==> config.mk <==
export PLATFORM = sky130hd
export DESIGN_NAME = ex_mem_skid
export DESIGN_NICKNAME = d
export VERILOG_FILES = /design/src/rtl/ex_mem_skid_pkg.sv /design/src/rtl/branch_resolve.sv /design/src/rtl/ex_mem_skid.sv
export SDC_FILE = /design/constraint.sdc
export NUM_CORES = 1
export LEC_CHECK = 0
export CAP_MARGIN = 20
export CELL_PAD_IN_SITES_DETAIL_PLACEMENT = 0
export CELL_PAD_IN_SITES_GLOBAL_PLACEMENT = 2
export CORE_MARGIN = 1
export CORE_UTILIZATION = 35
export CTS_CLUSTER_DIAMETER = 80
export CTS_CLUSTER_SIZE = 8
export DETAILED_ROUTE_END_ITERATION = 10
export DONT_BUFFER_PORTS = 1
export PLACE_DENSITY = 0.84
export RECOVER_POWER = 25
export SLEW_MARGIN = 20
export SYNTH_ARGS = -nofsm -noshare
export SYNTH_HDL_FRONTEND = slang
export SYNTH_SLANG_ARGS = --single-unit
==> constraint.sdc <==
create_clock -name clk -period 1.89 [get_ports clk]
set_input_delay 0.378 -clock clk [delete_from_list [all_inputs] [get_ports clk]]
set_output_delay 0.378 -clock clk [all_outputs]
set_load 0.1 [all_outputs]
==> src/rtl/ex_mem_skid_pkg.sv <==
// Shared encodings and sizing for the execute-to-memory skid stage.
// Holds the dm_type codes, the stage state type and the packed entry width helper.
package ex_mem_skid_pkg;

  typedef enum logic [2:0] {
    DmWord  = 3'd0,
    DmHalf  = 3'd1,
    DmHalfU = 3'd2,
    DmByte  = 3'd3,
    DmByteU = 3'd4
  } dm_type_e;

  typedef enum logic [1:0] {
    StEmpty,
    StOne,
    StFull
  } skid_state_e;

  // rd(5) + reg_we + mem_we + mem_re + dm_type(3)
  localparam int unsigned EXMEM_CTRL_W = 11;

  // result, addr and wdata are each XLEN wide
  function automatic int unsigned exmem_payload_w(int unsigned xlen);
    return 3 * xlen + EXMEM_CTRL_W;
  endfunction

endpackage

==> src/rtl/branch_resolve.sv <==
// Combinational branch/jump resolution from the ALU result.
// Compiled only when EX_BRANCH_RESOLVE_EN is defined.
`ifdef EX_BRANCH_RESOLVE_EN
module branch_resolve #(
  parameter int unsigned XLEN = 32
) (
  input  logic [XLEN-1:0] alu_c_i,
  input  logic [XLEN-1:0] br_target_i,
  input  logic            is_branch_i,
  input  logic            is_jal_i,
  input  logic            is_jalr_i,
  output logic            redirect_o,
  output logic [XLEN-1:0] target_o
);

  logic taken;

  // Branch compare encodings yield zero when the branch is taken
  always_comb begin
    taken      = is_branch_i & (alu_c_i == '0);
    redirect_o = taken | is_jal_i | is_jalr_i;
    target_o   = is_jalr_i ? (alu_c_i & ~XLEN'(1)) : br_target_i;
  end

endmodule
`endif

==> src/rtl/ex_mem_skid.sv <==
// Execute-to-memory stage with a two-entry skid buffer and registered ex_ready.
// Define EX_BRANCH_RESOLVE_EN to add branch/jump resolution and the redirect ports.
module ex_mem_skid
  import ex_mem_skid_pkg::*;
#(
  parameter int unsigned XLEN = 32
) (
  input  logic            clk,
  input  logic            rstn,
  input  logic            flush,
  input  logic            ex_valid,
  output logic            ex_ready,
  input  logic [XLEN-1:0] ex_alu_c,
  input  logic [XLEN-1:0] ex_rs2_data,
  input  logic [XLEN-1:0] ex_pc,
  input  logic [XLEN-1:0] ex_br_target,
  input  logic [4:0]      ex_rd,
  input  logic            ex_reg_we,
  input  logic            ex_mem_we,
  input  logic            ex_mem_re,
  input  logic [2:0]      ex_dm_type,
  input  logic            ex_is_branch,
  input  logic            ex_is_jal,
  input  logic            ex_is_jalr,
  output logic            mem_valid,
  input  logic            mem_ready,
  output logic [XLEN-1:0] mem_result,
  output logic [XLEN-1:0] mem_addr,
  output logic [XLEN-1:0] mem_wdata,
  output logic [4:0]      mem_rd,
  output logic            mem_reg_we,
  output logic            mem_mem_we,
  output logic            mem_mem_re,
  output logic [2:0]      mem_dm_type
`ifdef EX_BRANCH_RESOLVE_EN
  ,
  output logic            redirect_valid,
  output logic [XLEN-1:0] redirect_pc
`endif
);

  localparam int unsigned EXMEM_PAYLOAD_W = exmem_payload_w(XLEN);

  skid_state_e                state_q, state_d;
  logic [EXMEM_PAYLOAD_W-1:0] out_q, out_d;
  logic [EXMEM_PAYLOAD_W-1:0] skid_q, skid_d;
  logic [EXMEM_PAYLOAD_W-1:0] in_pl;
  logic                       ex_ready_q, ex_ready_d;
  logic                       accept, rel;
  logic [XLEN-1:0]            result;

  assign accept = ex_valid & ex_ready_q & ~flush;
  assign rel    = mem_valid & mem_ready;
  assign result = (ex_is_jal | ex_is_jalr) ? ex_pc + XLEN'(4) : ex_alu_c;
  assign in_pl  = {result, ex_alu_c, ex_rs2_data, ex_rd, ex_reg_we, ex_mem_we, ex_mem_re,
                   ex_dm_type};

  always_comb begin
    state_d = state_q;
    out_d   = out_q;
    skid_d  = skid_q;
    if (flush) begin
      state_d = StEmpty;
    end else begin
      unique case (state_q)
        StEmpty: begin
          if (accept) begin
            state_d = StOne;
            out_d   = in_pl;
          end
        end
        StOne: begin
          if (accept && rel) begin
            out_d = in_pl;
          end else if (accept) begin
            skid_d  = in_pl;
            state_d = StFull;
          end else if (rel) begin
            state_d = StEmpty;
          end
        end
        StFull: begin
          if (rel) begin
            out_d   = skid_q;
            state_d = StOne;
          end
        end
        default: state_d = StEmpty;
      endcase
    end
    // Ready is a flop so downstream stalls never reach execute combinationally
    ex_ready_d = (state_d != StFull);
  end

  always_ff @(posedge clk or negedge rstn) begin
    if (!rstn) begin
      state_q    <= StEmpty;
      out_q      <= '0;
      skid_q     <= '0;
      ex_ready_q <= 1'b1;
    end else begin
      state_q    <= state_d;
      out_q      <= out_d;
      skid_q     <= skid_d;
      ex_ready_q <= ex_ready_d;
    end
  end

  assign ex_ready  = ex_ready_q;
  assign mem_valid = (state_q != StEmpty);
  assign {mem_result, mem_addr, mem_wdata, mem_rd, mem_reg_we, mem_mem_we, mem_mem_re,
          mem_dm_type} = out_q;

`ifdef EX_BRANCH_RESOLVE_EN
  logic            br_redirect;
  logic [XLEN-1:0] br_target;
  logic            redirect_valid_q, redirect_valid_d;
  logic [XLEN-1:0] redirect_pc_q, redirect_pc_d;

  branch_resolve #(
    .XLEN (XLEN)
  ) u_branch_resolve (
    .alu_c_i     (ex_alu_c),
    .br_target_i (ex_br_target),
    .is_branch_i (ex_is_branch),
    .is_jal_i    (ex_is_jal),
    .is_jalr_i   (ex_is_jalr),
    .redirect_o  (br_redirect),
    .target_o    (br_target)
  );

  always_comb begin
    redirect_valid_d = accept & br_redirect;
    redirect_pc_d    = redirect_valid_d ? br_target : redirect_pc_q;
  end

  always_ff @(posedge clk or negedge rstn) begin
    if (!rstn) begin
      redirect_valid_q <= 1'b0;
      redirect_pc_q    <= '0;
    end else begin
      redirect_valid_q <= redirect_valid_d;
      redirect_pc_q    <= redirect_pc_d;
    end
  end

  assign redirect_valid = redirect_valid_q;
  assign redirect_pc    = redirect_pc_q;
`else
  // Control-flow decision lives elsewhere in this build
  logic unused_is_branch;
  assign unused_is_branch = ex_is_branch;
`endif

endmodule

==> results of run 1 <==
power by group through the flow:
stage	Clock (W)	Sequential [W]	Combinational (W)
floorplan	0	0.00976	0.00138
global placement	0	0.00634	0.00599
detailed placement	0	0.00640	0.00605
CTS	0.00489	0.00633	0.00621
global route	0.00505	0.00646	0.00648
finish	0.00475	0.00633	0.00619
cells in the mapped netlist, types with 2 or more instances:
cell and instances:
a221o_1 2, a21o_1 3, buf_1 7, xor2_1 7, o31ai_1 11, xnor2_1 18, o41ai_1 2, nor2b_1 2
inv_1 5, clkbuf_1 59, a21oi_1 38, nor4_1 6, buf_2 2, mux2_2 80, nand4b_1 2, o21ai_0 44
nor3_1 9, a31oi_1 77, mux2i_1 11, and2_1 3, nand3_1 13, nand4_1 7, nor4_2 2, dfrtp_1 216
a211oi_1 3, nand2_1 210, nor2_1 111, and3_1 22
cells by family (layout without fill, tap and decap cells):
group           Yosys count  in the layout
compound gates          186            186
flops                   217            217
fa+ha+maj                 1              1
mux                      91             91
xor+xnor                 25             25
buf+inv                  74            265
simple gates            395            395
layer usage:
layer | routed length, um | global-route usage
met4 | 586 | 0.04862
met5 | 0 | 0
met3 | 2245 | 0.05541
met2 | 12650 | 0.3036
met1 | 12200 | 0.2629
sequential cells by signal, summed over array words and instances, names as in the netlist:
name and cells:
state_q 2, out_q 107, ex_ready 1, skid_q 107
worst max path at each step:
stage / startpoint / endpoint / slack (ns) / depth (start not counted)
after floorplan: ex_ready / skid_q[101] / -0.002 / 6
after global placement: ex_pc[11] / out_q[99] / -0.06 / 7
after detailed placement: ex_pc[11] / out_q[99] / -0.08 / 7
after CTS: ex_ready / ex_ready / 0.01 / 1
after global routing: ex_ready / out_q[26] / -0.009 / 6
final: state_q[1] / mem_valid / 0.04 / 2
cells in the final DEF (no fill, tap or decap), types with 3 or more instances in the layout:
cell type and count:
buf_4 136, dlygate4sd3_1 77, dfrtp_1 215, mux2i_1 11, nor2_1 110, a21oi_1 38
a21o_1 3, nor4_1 6, nand3_1 13, mux2_2 80, xnor2_1 18, and3_1 22
xor2_1 7, and2_1 3, clkbuf_16 32, buf_12 10, a211oi_1 3, nor3_1 7
inv_1 5, o21ai_0 44, a31oi_1 77, o31ai_1 10, nand2_1 208, nand4_1 7
final cells by class:
cell class	instances	area, um^2	share of cell area
sequential	217	5436	0.4217
multi-input combinational	698	4123	0.3198
timing repair buffer	226	2056	0.1595
clock buffer	33	783.3	0.06076
tap	372	465.4	0.03611
inverter	5	18.77	0.001456
clock inverter	1	8.758	0.0006794
stage by stage:
step                  util  hold slack [ns]  setup WS [ns]  cell area (um^2)
global route        0.4757          -0.4953      -0.009158             12890
CTS                 0.4740          -0.4925        0.01194             12850
detailed placement  0.4161          0.08850       -0.07515             11280
floorplan                -          0.08241      -0.001626              9927
finish              0.4757          -0.4639        0.04035             12890
global placement    0.4161          0.09010       -0.05967             11280
what timing repair did:
item                                    in CTS  in global routing
pin swaps                                    1                  0
endpoints found under the hold margin      370                217
gates resized for setup                      3                  2
cloned                                       0                  1
setup buffers                                0                  1
endpoints found under the setup margin       2                  6
==> impl_metrics.csv, run 1 <==
group,metric,value,unit
outcome,status,"finished with violations",
outcome,failed_checks,"negative hold slack",
sta,whs,-0.4639,ns
floorplanning,die_h,168.8,um
power_and_ir_drop,pwr-share-clk,0.275,
setup_path,max_stage_delay,0.42,ns
floorplanning,die_area,28500,um^2
global_routing,grt_pass1_vias,7624,
sta,hold_violations,217,
clocking,cts.root.buffer_cell,"clkbuf_16",
synth,syn_inst,989,
synth,synth_compound_area_frac,0.1137,
power_and_ir_drop,powerDensity,1340,nW/um^2
global_routing,antenna_found_initial,0,
finish,nets,1327,
floorplanning,boundaryPins,256,
sta,max_slew.worst_pin.slew,0.7020,ns
power_and_ir_drop,power.total,0.01727,W
synth,syn_avg_cell_area,9.849,um^2
setup_path,crit_family,"flip-flops",
route,drt_iter0_markers,511,
setup_path,cp_max_fo,4,
sta,fin_crit_sh,0.9787,
route,vias,7775,
power_and_ir_drop,power.switching,0.007018,W
clocking,holdBufCountCts,77,
synth,synth_nets,1137,
finish,n_antenna_cell,0,
finish,fill_cells,2549,
power_and_ir_drop,ir_worst_vdd,0.6959,mV
synth,netlist_area,9741,um^2
sta,fmax,540.6,MHz
floorplanning,start_util,0.3594,
sta,post-route-min-period,1.850,ns
global_routing,grt_overflow_total,0,
route,drt_wl_total,27680,um
sta,maxSlewViolCount,0,
sta,rsz0062_at_grt,"true",
route,routed_via_density,5.010,
clocking,cts.clk_slew.worst_paths,0.05,ns
synth,synthDistinctLibCells,45,
setup_path,cp-start-kind,"register",
route,ant_nets,0,
synth,synthTopCellsByArea,"dfrtp_1, mux2_2, nand2_1",
synth,yosys-mux-area-fraction,0.1038,
min_path,hold_class,"input port to asynchronous set/reset pin",
synth,yosys.area.top_type,"dfrtp_1",
clocking,clk_latency,0.55,ns
setup_path,path_cells,"buf_6 -> or2_4",
sta,skew,0.01484,ns
synth,ys_seq_elements,217,
setup_path,setup.worst_path.class,"register to primary output",
route,drt_pass1_iterations,5,
sta,slew_headroom,0.5320,
clocking,clock_path_buffers,3,
synth,yosys.area_share.adder,0.001285,
power_and_ir_drop,power_frac_seq,0.367,
global_routing,grt_pass1_wl,43460,um
synth,synth_top_area_share,0.5549,
placed_design,port_buffers,0,
power_and_ir_drop,power_leakage,5.815,nW
job,drv_cap,0,
clocking,cts_buffers,31,
power_and_ir_drop,p_int,0.01025,W
synth,synth_xor_area_frac,0.02248,
synth,synth_warnings,0,
synth,synthFlopType,"dfrtp_1",
route,wl_per_cell,17.84,um
setup_path,arrival,1.47,ns
setup_path,endpoint_kind,"primary output",
floorplanning,rows,60,
setup_path,regToRegStartpoint,"state_q[0]",
sta,setup_violations,0,
setup_path,rrSetupSlack,0.09,ns
global_routing,track_usage,0.1937,
synth,synth_edf_count,0,
clocking,cts_sinks,217,
floorplanning,core_region_area,27100,um^2
clocking,cts-htree-levels,1,
placed_design,place.gp.congestion,0.7856,
power_and_ir_drop,power_switching_share,0.4064,
finish,final_cells,1552,
power_and_ir_drop,combPwrFrac,0.358,
setup_path,r2r_cells,6,
setup_path,crit_buf_inv,1,
floorplanning,die_x,168.8,um
synth,synth_top_family_by_area,"simple AND/OR/NAND/NOR gates",
synth,yosys.area_share.simple,0.1720,
setup_path,cp.required,1.51,ns
placed_design,place_inst,1439,
finish,layout-drive-gt1-share,0.2364,
placed_design,hpwl,17790,um
finish,area_growth,32.34,%
synth,yosysSeqAreaShare,0.5576,
sta,tns,0,ns
clocking,cts_tree,"yes",
setup_path,worst_path_max_delay_cell,"dfrtp_1",
global_routing,grt_max_degree,218,
route,drc,0,
setup_path,r2r-end,"out_q[101]",
synth,synth-async-reset-ratio,1.000,
Power figures use the tool's default switching activity.
==> run 2, diff against run 1 <==
==> constraint.sdc (replaced) <==
create_clock -name clk -period 1.89 [get_ports clk]
set_input_delay 0.189 -clock clk [delete_from_list [all_inputs] [get_ports clk]]
set_output_delay 0.189 -clock clk [all_outputs]
set_load 0.1 [all_outputs]
==> impl_metrics.csv, run 2 (synthesized netlist as in run 1, its figures left out) <==
group,metric,value,unit
finish,register_area,5436,um^2
route,vias,7760,
clocking,clk_latency,0.55,ns
setup_path,max_stage_delay,0.62,ns
clocking,cts-htree-levels,1,
finish,final_common_cell,"dfrtp_1",
route,drt_pass1_iterations,6,
outcome,failed_checks,"negative hold slack",
setup_path,cp.required,2.31,ns
finish,final_cell_mix,"dfrtp_1, nand2_1, buf_4",
global_routing,grt_pass1_vias,7811,
finish,area_growth,34.55,%
sta,max_slew.worst_pin.slew,0.5552,ns
setup_path,cpMostUsedCell,"nand2_4",
power_and_ir_drop,powerDensity,1326,nW/um^2
finish,final_cells,1568,
finish,nets,1342,
clocking,cts_buffers,31,
route,ant_nets,0,
power_and_ir_drop,pwr-share-clk,0.276,
clocking,holdBufCountCts,96,
sta,whs,-0.6641,ns
setup_path,cp_max_fo,62,
finish,fill_cells,2561,
sta,setup_violations,0,
setup_path,endpoint_kind,"register",
setup_path,setup.worst_path.class,"register to register",
floorplanning,die_h,168.8,um
power_and_ir_drop,ir_worst_vdd,0.6892,mV
placed_design,dpl_cell_area,11300,um^2
sta,fin_crit_sh,0.9481,
global_routing,antenna_found_initial,0,
finish,reg.largest.list,"out_q (107), skid_q (107), state_q (2)",
setup_path,cp-start-kind,"register",
sta,fmax,558.1,MHz
setup_path,worst_path_max_delay_cell,"dfstp_4",
clocking,cts.clk_slew.worst_paths,0.05,ns
clocking,clock_path_buffers,3,
power_and_ir_drop,power.switching,0.007068,W
placed_design,place.gp.congestion,0.7607,
placed_design,hpwl,17590,um
floorplanning,rows,60,
clocking,cts_tree,"yes",
power_and_ir_drop,power_switching_share,0.4068,
finish,multi_input_area,4106,um^2
route,wl_per_cell,17.56,um
global_routing,track_usage,0.1953,
clocking,cts.root.buffer_cell,"clkbuf_16",
global_routing,grt_overflow_total,0,
setup_path,path_cells,"nand2_4 -> nor3_1 -> nand2_4 -> buf_12 -> mux2_2",
clocking,cts_sinks,217,
floorplanning,die_area,28500,um^2
floorplanning,start_util,0.3594,
power_and_ir_drop,p_int,0.01031,W
floorplanning,die_x,168.8,um
setup_path,arrival,2.21,ns
route,routed_via_density,4.949,
power_and_ir_drop,power_leakage,5.878,nW
route,drt_wl_total,27540,um
route,drc,0,
finish,layout-drive-gt1-share,0.2308,
sta,post-route-min-period,1.792,ns
finish,final_cell_area,13110,um^2
outcome,status,"finished with violations",
min_path,hold_class,"input port to asynchronous set/reset pin",
sta,rsz0062_at_grt,"false",
placed_design,place_inst,1435,
sta,hold_violations,217,
global_routing,grt_pass1_wl,44100,um
setup_path,rrSetupSlack,0.1,ns
sta,maxSlewViolCount,0,
floorplanning,boundaryPins,256,
global_routing,grt_max_degree,218,
route,drt_iter0_markers,388,
finish,n_antenna_cell,0,
job,drv_cap,0,
sta,skew,0.01958,ns
power_and_ir_drop,combPwrFrac,0.362,
floorplanning,core_region_area,27100,um^2
placed_design,port_buffers,0,
power_and_ir_drop,power_frac_seq,0.362,
sta,slew_headroom,0.6320,
[run 2: cell count changes in the layout (fill, tap and decap cells not counted), sizes merged]
cell	change
clkbuf	-1
buf	-3
dlygate4sd3	+19
inv	+1
[run 2: metal layers]
metal  GRT usage  wire (um)  vias up
met5           0          0        -
met4     0.05020        580        0
met3     0.05892       2301       42
met2      0.3106      12500      219
met1      0.2588      12160     3692
li1            -          -     3807
[run 2: worst paths after layout]
path	start	end	depth (start not counted)
hold reg to reg	skid_q[100]	skid_q[100]	2
setup reg to reg	ex_ready	skid_q[59]	5
min in group clk	ex_pc[14]	out_q[89]	4
max in group asynchronous	rstn	ex_ready	0
setup / recovery	ex_ready	skid_q[59]	5
hold / removal	rstn	skid_q[1]	0
[run 2: worst max-delay path, delay by kind of cell (launching register included)]
family                 cells  cell delay (ns)
flip-flops                 1             0.62
AND/OR/NAND/NOR            3             0.48
multiplexers               1             0.31
buffers and inverters      1             0.22
[run 2: per-stage QoR]
stage / hold WS, ns / utilization / TNS [ns] / power [W] / setup slack [ns]
floorplan: -0.1066 / - / -0.009754 / 0.01112 / -0.001626
global placement: -0.09765 / 0.4171 / -0.1434 / 0.01235 / -0.07918
detailed placement: -0.09758 / 0.4171 / -0.2003 / 0.01246 / -0.09784
CTS: -0.6887 / 0.4821 / 0 / 0.01754 / 0.02598
global route: -0.6927 / 0.4836 / 0 / 0.01815 / 0.01021
finish: -0.6641 / 0.4836 / 0 / 0.01737 / 0.09810
[run 2: final cells by class]
class,instances,share of cell area
Clock buffer,33,0.05976
Timing Repair Buffer,241,0.1738
Sequential cell,217,0.4148
Tap cell,372,0.03551
Clock inverter,2,0.001337
Inverter,5,0.001432
Multi-Input combinational cell,698,0.3133
[run 2: power by group through the flow]
stage	Combinational [W]	Sequential [W]	Clock, W
final	0.00629	0.00629	0.00479
after global routing	0.00661	0.00642	0.00511
after CTS	0.00632	0.00628	0.00494
after detailed placement	0.00611	0.00635	0
after global placement	0.00605	0.00630	0
after floorplan	0.00137	0.00976	0
[run 2: timing repair]
action | in CTS | in global routing
setup endpoints to repair | 0 | 38
resized for setup | 0 | 6
hold endpoints to repair | 430 | 217
setup buffers | 0 | 2
